<file path="src/rtl/branch_redirect_ctrl.sv">
// branch_redirect_ctrl: front-end sequencing after a taken branch/jump resolves in EX.
// Kills wrong-path fetches, steers the PC to the target (deferring it while
// instruction memory is busy), owns the sticky fetch halt, and counts redirects.
module branch_redirect_ctrl (
  input  logic        clk,
  input  logic        rst,
  input  logic        ex_valid,
  input  logic        ex_branch,
  input  logic        brch_cnd,
  input  logic        ex_stall,
  input  logic [15:0] ex_target,
  input  logic        imem_busy,
  input  logic        halt,
  output logic        pc_redirect,
  output logic [15:0] redirect_pc,
  output logic        flush_fetch,
  output logic        flush_decode,
  output logic        fetch_hold,
  output logic        misalign_err,
  output logic [15:0] redirect_count
);

  typedef enum logic [1:0] {
    IDLE   = 2'd0,
    PEND   = 2'd1,
    HALTED = 2'd2
  } stateT;

  stateT       state;
  stateT       nextState;
  logic [15:0] pendPc;
  logic [15:0] nextPendPc;
  logic [15:0] countQ;
  logic        accept;
  logic [15:0] alignedTarget;

  assign accept        = ex_valid & ex_branch & brch_cnd & ~ex_stall;
  assign alignedTarget = {ex_target[15:1], 1'b0};

  // State, held target and saturating redirect counter; all cleared by reset.
  always_ff @(posedge clk) begin
    if (rst) begin
      state  <= IDLE;
      pendPc <= 16'h0000;
      countQ <= 16'h0000;
    end else begin
      state  <= nextState;
      pendPc <= nextPendPc;
      if (pc_redirect && (countQ != 16'hFFFF)) begin
        countQ <= countQ + 16'h0001;
      end
    end
  end

  // Next-state and output decode; everything stays quiet while reset is held.
  always_comb begin
    nextState    = state;
    nextPendPc   = pendPc;
    pc_redirect  = 1'b0;
    redirect_pc  = 16'h0000;
    flush_fetch  = 1'b0;
    flush_decode = 1'b0;
    fetch_hold   = 1'b0;
    misalign_err = 1'b0;
    if (!rst) begin
      case (state)
        IDLE: begin
          if (accept) begin
            flush_fetch  = 1'b1;
            flush_decode = 1'b1;
            misalign_err = ex_target[0];
            if (!imem_busy) begin
              pc_redirect = 1'b1;
              redirect_pc = alignedTarget;
            end else begin
              nextPendPc = alignedTarget;
              nextState  = PEND;
            end
          end else if (halt) begin
            nextState = HALTED;
          end
        end
        PEND: begin
          fetch_hold  = 1'b1;
          flush_fetch = 1'b1;
          if (!imem_busy) begin
            pc_redirect = 1'b1;
            redirect_pc = pendPc;
            nextState   = IDLE;
          end
        end
        HALTED: begin
          fetch_hold = 1'b1;
        end
        default: begin
          nextState = IDLE;
        end
      endcase
    end
  end

  // The counter output reads zero while reset is asserted, like every other output.
  always_comb begin
    redirect_count = rst ? 16'h0000 : countQ;
  end

endmodule

</file>
<file path="config.mk">
export PLATFORM = sky130hd
export DESIGN_NAME = branch_redirect_ctrl
export DESIGN_NICKNAME = d
export VERILOG_FILES = /design/src/rtl/branch_redirect_ctrl.sv
export SDC_FILE = /design/constraint.sdc
export NUM_CORES = 1
export LEC_CHECK = 0
export CAP_MARGIN = 10
export CELL_PAD_IN_SITES_DETAIL_PLACEMENT = 1
export CELL_PAD_IN_SITES_GLOBAL_PLACEMENT = 2
export CORE_MARGIN = 10
export CORE_UTILIZATION = 25
export DETAILED_ROUTE_END_ITERATION = 10
export HOLD_SLACK_MARGIN = 0.02
export PLACE_DENSITY = 0.81
export SLEW_MARGIN = 20
export SYNTH_ARGS = -nofsm -noshare
export SYNTH_HDL_FRONTEND = slang
export SYNTH_SLANG_ARGS = --single-unit
</file>
<file path="constraint.sdc">
create_clock -name clk -period 2 [get_ports clk]
set_input_delay 0.3 -clock clk [delete_from_list [all_inputs] [get_ports clk]]
set_output_delay 0.3 -clock clk [all_outputs]
set_load 0.02 [all_outputs]
</file>
==> results of run 1 <==
-- routing by layer --
metal  up-vias  routed length [µm]
met4         0                  19
li1       1009                   -
met5         -                   0
met1       973                2710
met2        40                3270
met3         4                 340
-- metrics by stage --
step	util [%]	instance area [µm²]	worst slack, ps	power [mW]	hold slack (ps)
floorplan	-	1930	21.2	0.765	436
finish	39.2	2890	65.5	1.37	390
global placement	36.9	2720	-426	0.871	442
CTS	38.0	2800	-17.2	1.40	372
detailed placement	36.9	2720	-437	0.875	452
global route	39.2	2890	-37.2	1.44	425
-- logic make-up after synthesis --
logic type | Yosys count | share of synthesized area [%]
simple gates | 121 | 31.4
compound gates | 51 | 16.9
flops | 33 | 34.3
buf+inv | 27 | 7.59
mux | 12 | 7.01
fa+ha+maj | 4 | 2.60
other cells | 1 | 0.194
-- worst max path at each step --
stage               slack, ps     start  cells after the start               to
global placement         -430  ex_stall                      7   redirect_pc[2]
detailed placement       -440  ex_stall                      7   redirect_pc[1]
finish                     70  state[0]                      8   redirect_pc[1]
global route              -40  state[1]                      9       countQ[13]
floorplan                  20  state[0]                      8  redirect_pc[10]
CTS                       -20  state[0]                      8   redirect_pc[1]
-- power by group through the flow --
stage,logic [mW],clock network (mW),registers (mW)
after global routing,0.223,0.552,0.669
after floorplan,0.0832,0,0.682
after detailed placement,0.192,0,0.682
final,0.202,0.505,0.668
after CTS,0.196,0.532,0.667
after global placement,0.190,0,0.682
-- area by class of cell --
class | count | area, µm²
well taps | 99 | 124
repair buffers | 86 | 771
fillers | 905 | 4480
clock inverters | 3 | 17.5
inverters | 7 | 26.3
clock buffers | 5 | 68.8
multi-input cells | 189 | 1220
flip-flops and latches | 33 | 662
-- critical path, delay by kind of cell (launching register included) --
family	cells	cell delay [ps]
buf+inv	3	430
compound gates	1	70
simple gates	3	350
fa+ha+maj	1	160
flops	1	340
-- registers in the layout (all words and copies together), names as in the netlist --
name,count
countQ,16
pendPc,15
state,2
-- cells in the final DEF (no fill, tap or decap), drive strengths merged, types with 3 or more instances in the layout --
cell type,count
buf,44
nand2,38
clkdlybuf4s50,38
dfxtp,33
nor2,30
a21oi,23
a22oi,15
nor2b,15
mux2,12
inv,7
nor3,7
and4,6
nand3,5
o21ai,5
clkbuf,5
nand4,4
ha,4
and3,3
dlygate4sd2,3
nor4,3
-- timing repair --
item	4_1_cts	5_1_grt
pin swaps	2	2
hold buffers	0	0
setup buffers	0	1
setup endpoints to repair	22	25
hold endpoints to repair	0	0
gates resized for setup	92	20
cloned	0	1
==> results.yml, run 1 <==
status:
  status: "complete, no violations"
yosys:
  synth.avg_cell_area_um2: 7.74
  ys_top_cells_by_count: "nand2_1 (38), dfxtp_1 (33), nor2_1 (30)"
  synth_top_area_cell: "dfxtp_1"
  async_flop_share_pct: 0
  syn_nets: 277
  yosysMostFrequentCell: "nand2_1"
  synth.distinct_cells: 38
  synth_area_um2: 1930
  yosys_register_bits: 33
  ys_warn_count: 0
  synth_top_cell_area_share_pct: 34.3
  yosysSeqAreaShare_pct: 34.3
  synth_area_leaders: "dfxtp_1 (34%), nand2_1 (7.4%), mux2_2 (7.0%)"
  netlist_instances: 249
  synth_edf_count: 0
  synth-main-ff-cell: "dfxtp_1"
setup_path:
  slowest_stage: "dfxtp_1"
  cp-start-kind: "flop"
  cp.required_ps: 1700
  critPathArrivalTime_ps: 1630
  r2r_cells: 9
  endpoint_kind: "output port"
  critical-path-max-stage-delay_ps: 340
  r2r_start: "state[1]"
  r2r_end: "countQ[13]"
  path_class: "flop to output port"
  crit_fanout: 8
  r2r_slack_ps: 70
  crit_chain: "inv_1 -> ha_4 -> nand2b_1 -> nor2_2 -> buf_6 -> a22oi_1 -> nor2_1 -> buf_4"
grt:
  antenna_found_initial: 0
  grtUsageMet3_pct: 3.41
  grt-ovfl-total: 0
  grt_use_total_pct: 10.6
  grt_max_degree: 27
  grt_pass1_wl_mm: 10.3
  grt_pass1_vias: 2110
  grtUsageMet1_pct: 12.2
  grtUsageMet2_pct: 18.6
  top_usage_layer: "met2"
cts:
  h-tree-depth: 2
  clk_latency_ps: 280
  clockRootBuffer: "clkbuf_8"
  cts_tree: "yes"
  clkSlewWorstSetupHoldPaths_ps: 70
  cts_made_buffers: 5
  cts.sinks: 33
  cts.path.max_buffers: 2
flow_run:
  max-cap-violations: 0
hold_path:
  whs_path_depth: 3
  worstHoldStart: "rst"
  hold_path.class: "input port to flop"
  holdPathEnd: "state[1]"
route:
  vias: 2026
  post-route-drc-count: 0
  ant_nets: 0
  viasPerCell: 4.80
  firstDrtPassIters: 4
  wl_per_cell_um: 15.0
  drtIter0Drc: 58
  routed_wl_mm: 6.34
sta:
  max-slew-margin-rel_pct: 60.9
  fin_crit_ps: 1930
  final-hold-violation-count: 0
  fin_setup_tns_ps: 0
  slew_violations: 0
  rsz0062_at_grt: "true"
  worstMarginPinSlew_ps: 587
  max_freq_ghz: 0.517
  skew_ps: 7.62
  setup_viol: 0
  final.period_utilization_pct: 96.7
floorplanning:
  ios: 61
  core_area_um2: 7370
  initial_core_util_pct: 26.2
  die_w_um: 108
  design.die.area_um2: 11600
  die_h_um: 108
  core.rowCount: 31
power:
  p_sw_mw: 0.365
  leakage_nw: 1.06
  vdd_drop_max_mv: 0.233
  power.internal_mw: 1.01
  pwr_density_cell_nw_per_um2: 476
  swShare_pct: 26.6
  clockPowerShare_pct: 36.7
  combinationalPowerShare_pct: 14.7
  sequentialPowerShare_pct: 48.6
placement:
  io_buffers: 59
  dp_hpwl_mm: 4.78
  dp_cells: 412
  gp_congestion: 0.762
cells_and_area:
  insertedDiodeCount: 0
  stdcell_count: 422
  nets: 350
  area_delta_synth_final_pct: 49.6
  drive_above_1_share_pct: 26.9
No activity file was read; power rests on OpenSTA's default activity.
==> run 2: changes to the inputs <==
- ABC_AREA: unset -> 1
- CTS_CLUSTER_SIZE: unset -> 24
- PLACE_DENSITY: 0.81 -> 0.83
- SKIP_CTS_REPAIR_TIMING: unset -> 1
==> run 2 against run 1 <==
  * Combinational power grew to 3.0 times the previous value
  * Utilization fell by 2.8 points
  * Fmax decreased by 0.28%
  * Critical path type unchanged
  * Highest routed layer unchanged
==> results.yml, run 2 <==
floorplanning:
  design.die.area_um2: 13000
  die_w_um: 114
  initial_core_util_pct: 25.5
  die_h_um: 114
  core_area_um2: 8680
  core.rowCount: 34
  ios: 61
grt:
  antenna_found_initial: 0
  grt_pass1_wl_mm: 12.5
  grt-ovfl-total: 0
  grt_use_total_pct: 11.5
  grt_pass1_vias: 2480
  grt_max_degree: 32
route:
  viasPerCell: 4.66
  vias: 2457
  post-route-drc-count: 0
  ant_nets: 0
  firstDrtPassIters: 4
  drtIter0Drc: 123
  wl_per_cell_um: 14.4
  routed_wl_mm: 7.59
yosys:
  synth_area_leaders: "dfxtp_1 (30%), nand2_1 (15%), nand3_1 (12%)"
  synth_area_um2: 2210
  synth_edf_count: 0
  async_flop_share_pct: 0
  synth-main-ff-cell: "dfxtp_1"
  synth_top_cell_area_share_pct: 29.8
  yosysSeqAreaShare_pct: 29.8
  synth.avg_cell_area_um2: 6.32
  syn_nets: 378
  yosys_register_bits: 33
  ys_top_cells_by_count: "nand2_1 (86), nand3_1 (51), nor2_1 (41)"
  yosysMostFrequentCell: "nand2_1"
  synth.distinct_cells: 26
  netlist_instances: 350
  ys_warn_count: 0
  synth_top_area_cell: "dfxtp_1"
sta:
  final-hold-violation-count: 0
  rsz0062_at_grt: "true"
  setup_viol: 0
  hold_slack_ps: 461
  setup_ws_ps: 60.1
  max_freq_ghz: 0.515
  fin_crit_ps: 1940
  slew_violations: 0
  fin_setup_tns_ps: 0
  skew_ps: 5.15
  final.period_utilization_pct: 97.0
power:
  swShare_pct: 34.4
  vdd_drop_max_mv: 0.231
  clockPowerShare_pct: 28.3
  sequentialPowerShare_pct: 38.3
  combinationalPowerShare_pct: 33.4
  leakage_nw: 1.22
  pwr_density_cell_nw_per_um2: 580
  p_sw_mw: 0.630
  power.internal_mw: 1.20
placement:
  dp_cells: 518
  gp_congestion: 0.766
  post_dp_cell_area_um2: 3060
  place_ws_ps: -463
  io_buffers: 59
  dp_hpwl_mm: 5.59
cells_and_area:
  nets: 446
  top_register: "countQ"
  largest_registers: "countQ (16), pendPc (15), state (2)"
  largest_reg_flops: 16
  final_common_cell: "nand2_1"
  num-fill-cells: 1113
  stdcell_count: 527
  area_delta_synth_final_pct: 42.6
  final_cell_mix: "nand2_1 (86), nand3_1 (51), nor2_1 (41), clkdlybuf4s50_1 (37), dfxtp_1 (33)"
  insertedDiodeCount: 0
  drive_above_1_share_pct: 20.3
  design_area_um2: 3160
setup_path:
  cp-start-kind: "flop"
  crit_fanout: 14
  critPathArrivalTime_ps: 1640
  crit_chain: "inv_1 -> ha_2 -> nand3_4 -> inv_4 -> buf_12 -> nand3_1 -> a21oi_1 -> buf_2"
  endpoint_kind: "output port"
  cp.required_ps: 1700
  critical-path-max-stage-delay_ps: 320
  slowest_stage: "dfxtp_1"
  r2r_cells: 11
  path_class: "flop to output port"
status:
  status: "complete, no violations"
cts:
  clockRootBuffer: "clkbuf_8"
  clk_latency_ps: 290
  clkSlewWorstSetupHoldPaths_ps: 70
  cts.path.max_buffers: 2
  cts.sinks: 33
  cts_tree: "yes"
  cts_made_buffers: 5
  h-tree-depth: 2
hold_path:
  whs_path_depth: 2
  hold_path.class: "flop to flop"
flow_run:
  max-cap-violations: 0
run 2: area by class of cell:
class / count / area (µm²) / area share, %
clock inverters: 3 / 17.5 / 0.555
inverters: 34 / 130 / 4.12
repair buffers: 82 / 806 / 25.5
clock buffers: 5 / 68.8 / 2.18
flip-flops and latches: 33 / 661 / 20.9
well taps: 108 / 135 / 4.28
multi-input cells: 262 / 1340 / 42.4
run 2: kinds of logic after synthesis:
logic type / share of synthesized area [%]
adder cells (fa/ha/maj): 2.26
AND/OR/NAND/NOR: 40.7
buffers and inverters: 11.0
XOR/XNOR: 2.37
flip-flops: 29.8
other: 0.169
AO/OA/AOI/OAI: 13.7
run 2: stage by stage:
stage	power, mW	utilization (%)
after floorplan	1.04	-
after global placement	1.31	35.3
after detailed placement	1.32	35.3
after CTS	1.85	36.2
after global routing	1.96	36.4
final	1.83	36.4
run 2: power by group through the flow:
stage	combinational, mW	sequential, mW	clock, mW
after global routing	0.689	0.707	0.564
after floorplan	0.325	0.714	0
after detailed placement	0.604	0.717	0
final	0.612	0.702	0.518
after global placement	0.597	0.716	0
after CTS	0.605	0.702	0.544
run 2: critical path, delay by kind of cell (launching register included):
family	cells	cell delay, ps
AO/OA/AOI/OAI	1	150
flip-flops	1	320
adder cells (fa/ha/maj)	1	210
buffers and inverters	4	510
AND/OR/NAND/NOR	2	160
run 2: layer usage:
| metal | routed length, µm | track usage (%) |
|---|---|---|
| met1 | 3560 | 14.7 |
| met2 | 3540 | 18.7 |
| met3 | 437 | 3.41 |
| met4 | 55 | 2.34 |
| met5 | 0 | 0 |
run 2: final timing paths:
kind,from,to,slack (ps)
max,state[0],redirect_pc[1],60
min,pendPc[15],pendPc[15],460
max reg2reg,state[0],countQ[5],360
min reg2reg,pendPc[15],pendPc[15],460
==> run 3: changes to the inputs <==
- ABC_AREA: 1 -> unset
- PLACE_DENSITY: 0.83 -> 0.81
==> run 3 against run 2 <==
  * Utilization grew 4.8 points
  * Clock power shrank 3%
  * Count of clock-buffer cells in the layout is the same
  * Critical path depth grew 1
  * Sequential share of layout area grew 0.93 points
  * Worst setup slack lost 29 ps
  * Fmax shrank 1.4%
  * Global-route usage shrank 1.0 points
  * First-iteration DRC count shrank 66%
  * Sequential cell count is the same
  * Clock skew is essentially flat
==> results.yml, run 3 (synthesis results as in run 1) <==
placement:
  io_buffers: 59
  gp_congestion: 0.762
  dp_cells: 412
  dp_hpwl_mm: 4.78
grt:
  antenna_found_initial: 0
  grt_max_degree: 27
  grt_pass1_vias: 2085
  grt_pass1_wl_mm: 10.1
  grt-ovfl-total: 0
  grt_use_total_pct: 10.5
sta:
  max_freq_ghz: 0.508
  final.period_utilization_pct: 98.4
  setup_viol: 0
  max-slew-margin-rel_pct: 62.5
  worstMarginPinSlew_ps: 563
  slew_violations: 0
  fin_setup_tns_ps: 0
  rsz0062_at_grt: "true"
  fin_crit_ps: 1970
  skew_ps: 5.15
  final-hold-violation-count: 0
setup_path:
  path_class: "flop to output port"
  crit_chain: "inv_2 -> ha_4 -> nor2b_4 -> buf_6 -> buf_12 -> buf_6 -> a22oi_2 -> nor2_1 -> buf_4"
  slowest_stage: "dfxtp_2"
  cp_common_cell: "buf_6"
  endpoint_kind: "output port"
  crit_fanout: 8
  critical-path-max-stage-delay_ps: 340
  cp-start-kind: "flop"
  cp.required_ps: 1700
  cp.buffers_inverters: 5
  path_delay_family: "buffers and inverters"
  critPathArrivalTime_ps: 1670
route:
  routed_wl_mm: 6.51
  ant_nets: 0
  viasPerCell: 4.76
  post-route-drc-count: 0
  vias: 2034
  drtIter0Drc: 42
  wl_per_cell_um: 15.3
  firstDrtPassIters: 4
status:
  status: "complete, no violations"
cells_and_area:
  final_cell_mix: "nand2_1 (38), clkdlybuf4s50_1 (37), dfxtp_1 (31), buf_4 (31), nor2_1 (29)"
  num-fill-cells: 893
  drive_above_1_share_pct: 29.0
  insertedDiodeCount: 0
  fin_util_pct: 41.2
  nets: 355
  largest_reg_flops: 16
  final_common_cell: "nand2_1"
  area_delta_synth_final_pct: 57.3
  stdcell_count: 427
  largest_registers: "countQ (16), pendPc (15), state (2)"
  top_register: "countQ"
cts:
  cts_made_buffers: 5
  cts.path.max_buffers: 2
  cts_tree: "yes"
  clockRootBuffer: "clkbuf_8"
  clkSlewWorstSetupHoldPaths_ps: 70
  h-tree-depth: 2
  clk_latency_ps: 280
  cts.sinks: 33
power:
  vdd_drop_max_mv: 0.262
  pwr_density_cell_nw_per_um2: 462
  leakage_nw: 1.19
floorplanning:
  core_area_um2: 7370
  core.rowCount: 31
  die_w_um: 108
  die_h_um: 108
  design.die.area_um2: 11600
  ios: 61
  initial_core_util_pct: 26.2
flow_run:
  max-cap-violations: 0
hold_path:
  hold_path.class: "input port to flop"
[run 3: tightest hold or removal path: cells and delay by family]
family	cells	cell delay [ps]
buffers and inverters	2	310
AOI/OAI and AO/OA	1	30
[run 3: final cells by class]
cell class	instances	area [µm²]	share of cell area, %
Multi-Input combinational cell	189	1280	42.2
Timing Repair Buffer	91	855	28.2
Tap cell	99	124	4.08
Inverter	7	26.3	0.866
Clock inverter	3	17.5	0.578
Clock buffer	5	68.8	2.27
Sequential cell	33	663	21.9
[run 3: per-layer routing]
| layer | global-route usage, % | vias up | wire (µm) |
|---|---|---|---|
| li1 | - | 1019 | - |
| met1 | 11.8 | 972 | 2820 |
| met2 | 18.3 | 38 | 3310 |
| met3 | 3.65 | 5 | 340 |
| met4 | 2.67 | 0 | 42 |
| met5 | 0 | - | 0 |
[run 3: final timing paths]
path	start	to	slack (ps)	cells after the start
worst max-delay path	state[1]	redirect_pc[1]	30	9
worst min-delay path	rst	state[0]	390	3
worst max register to register	state[1]	countQ[13]	100	9
worst min register to register	pendPc[4]	pendPc[4]	460	2
[run 3: stage by stage]
stage               area, µm²  setup slack (ps)  hold slack (ps)  total power [mW]
detailed placement       2720              -437              452             0.875
global route             3030             -66.7              432              1.47
global placement         2720              -426              442             0.871
floorplan                1930              21.2              436             0.765
finish                   3030              31.6              394              1.40
CTS                      2800              -540              374              1.39
[run 3: power breakdown]
part	switching, mW	leakage (nW)	internal, mW	total, mW
sequential	0.00447	0.267	0.664	0.668
combinational	0.107	0.877	0.120	0.227
clock	0.264	0.0439	0.240	0.505
total	0.375	1.19	1.02	1.40
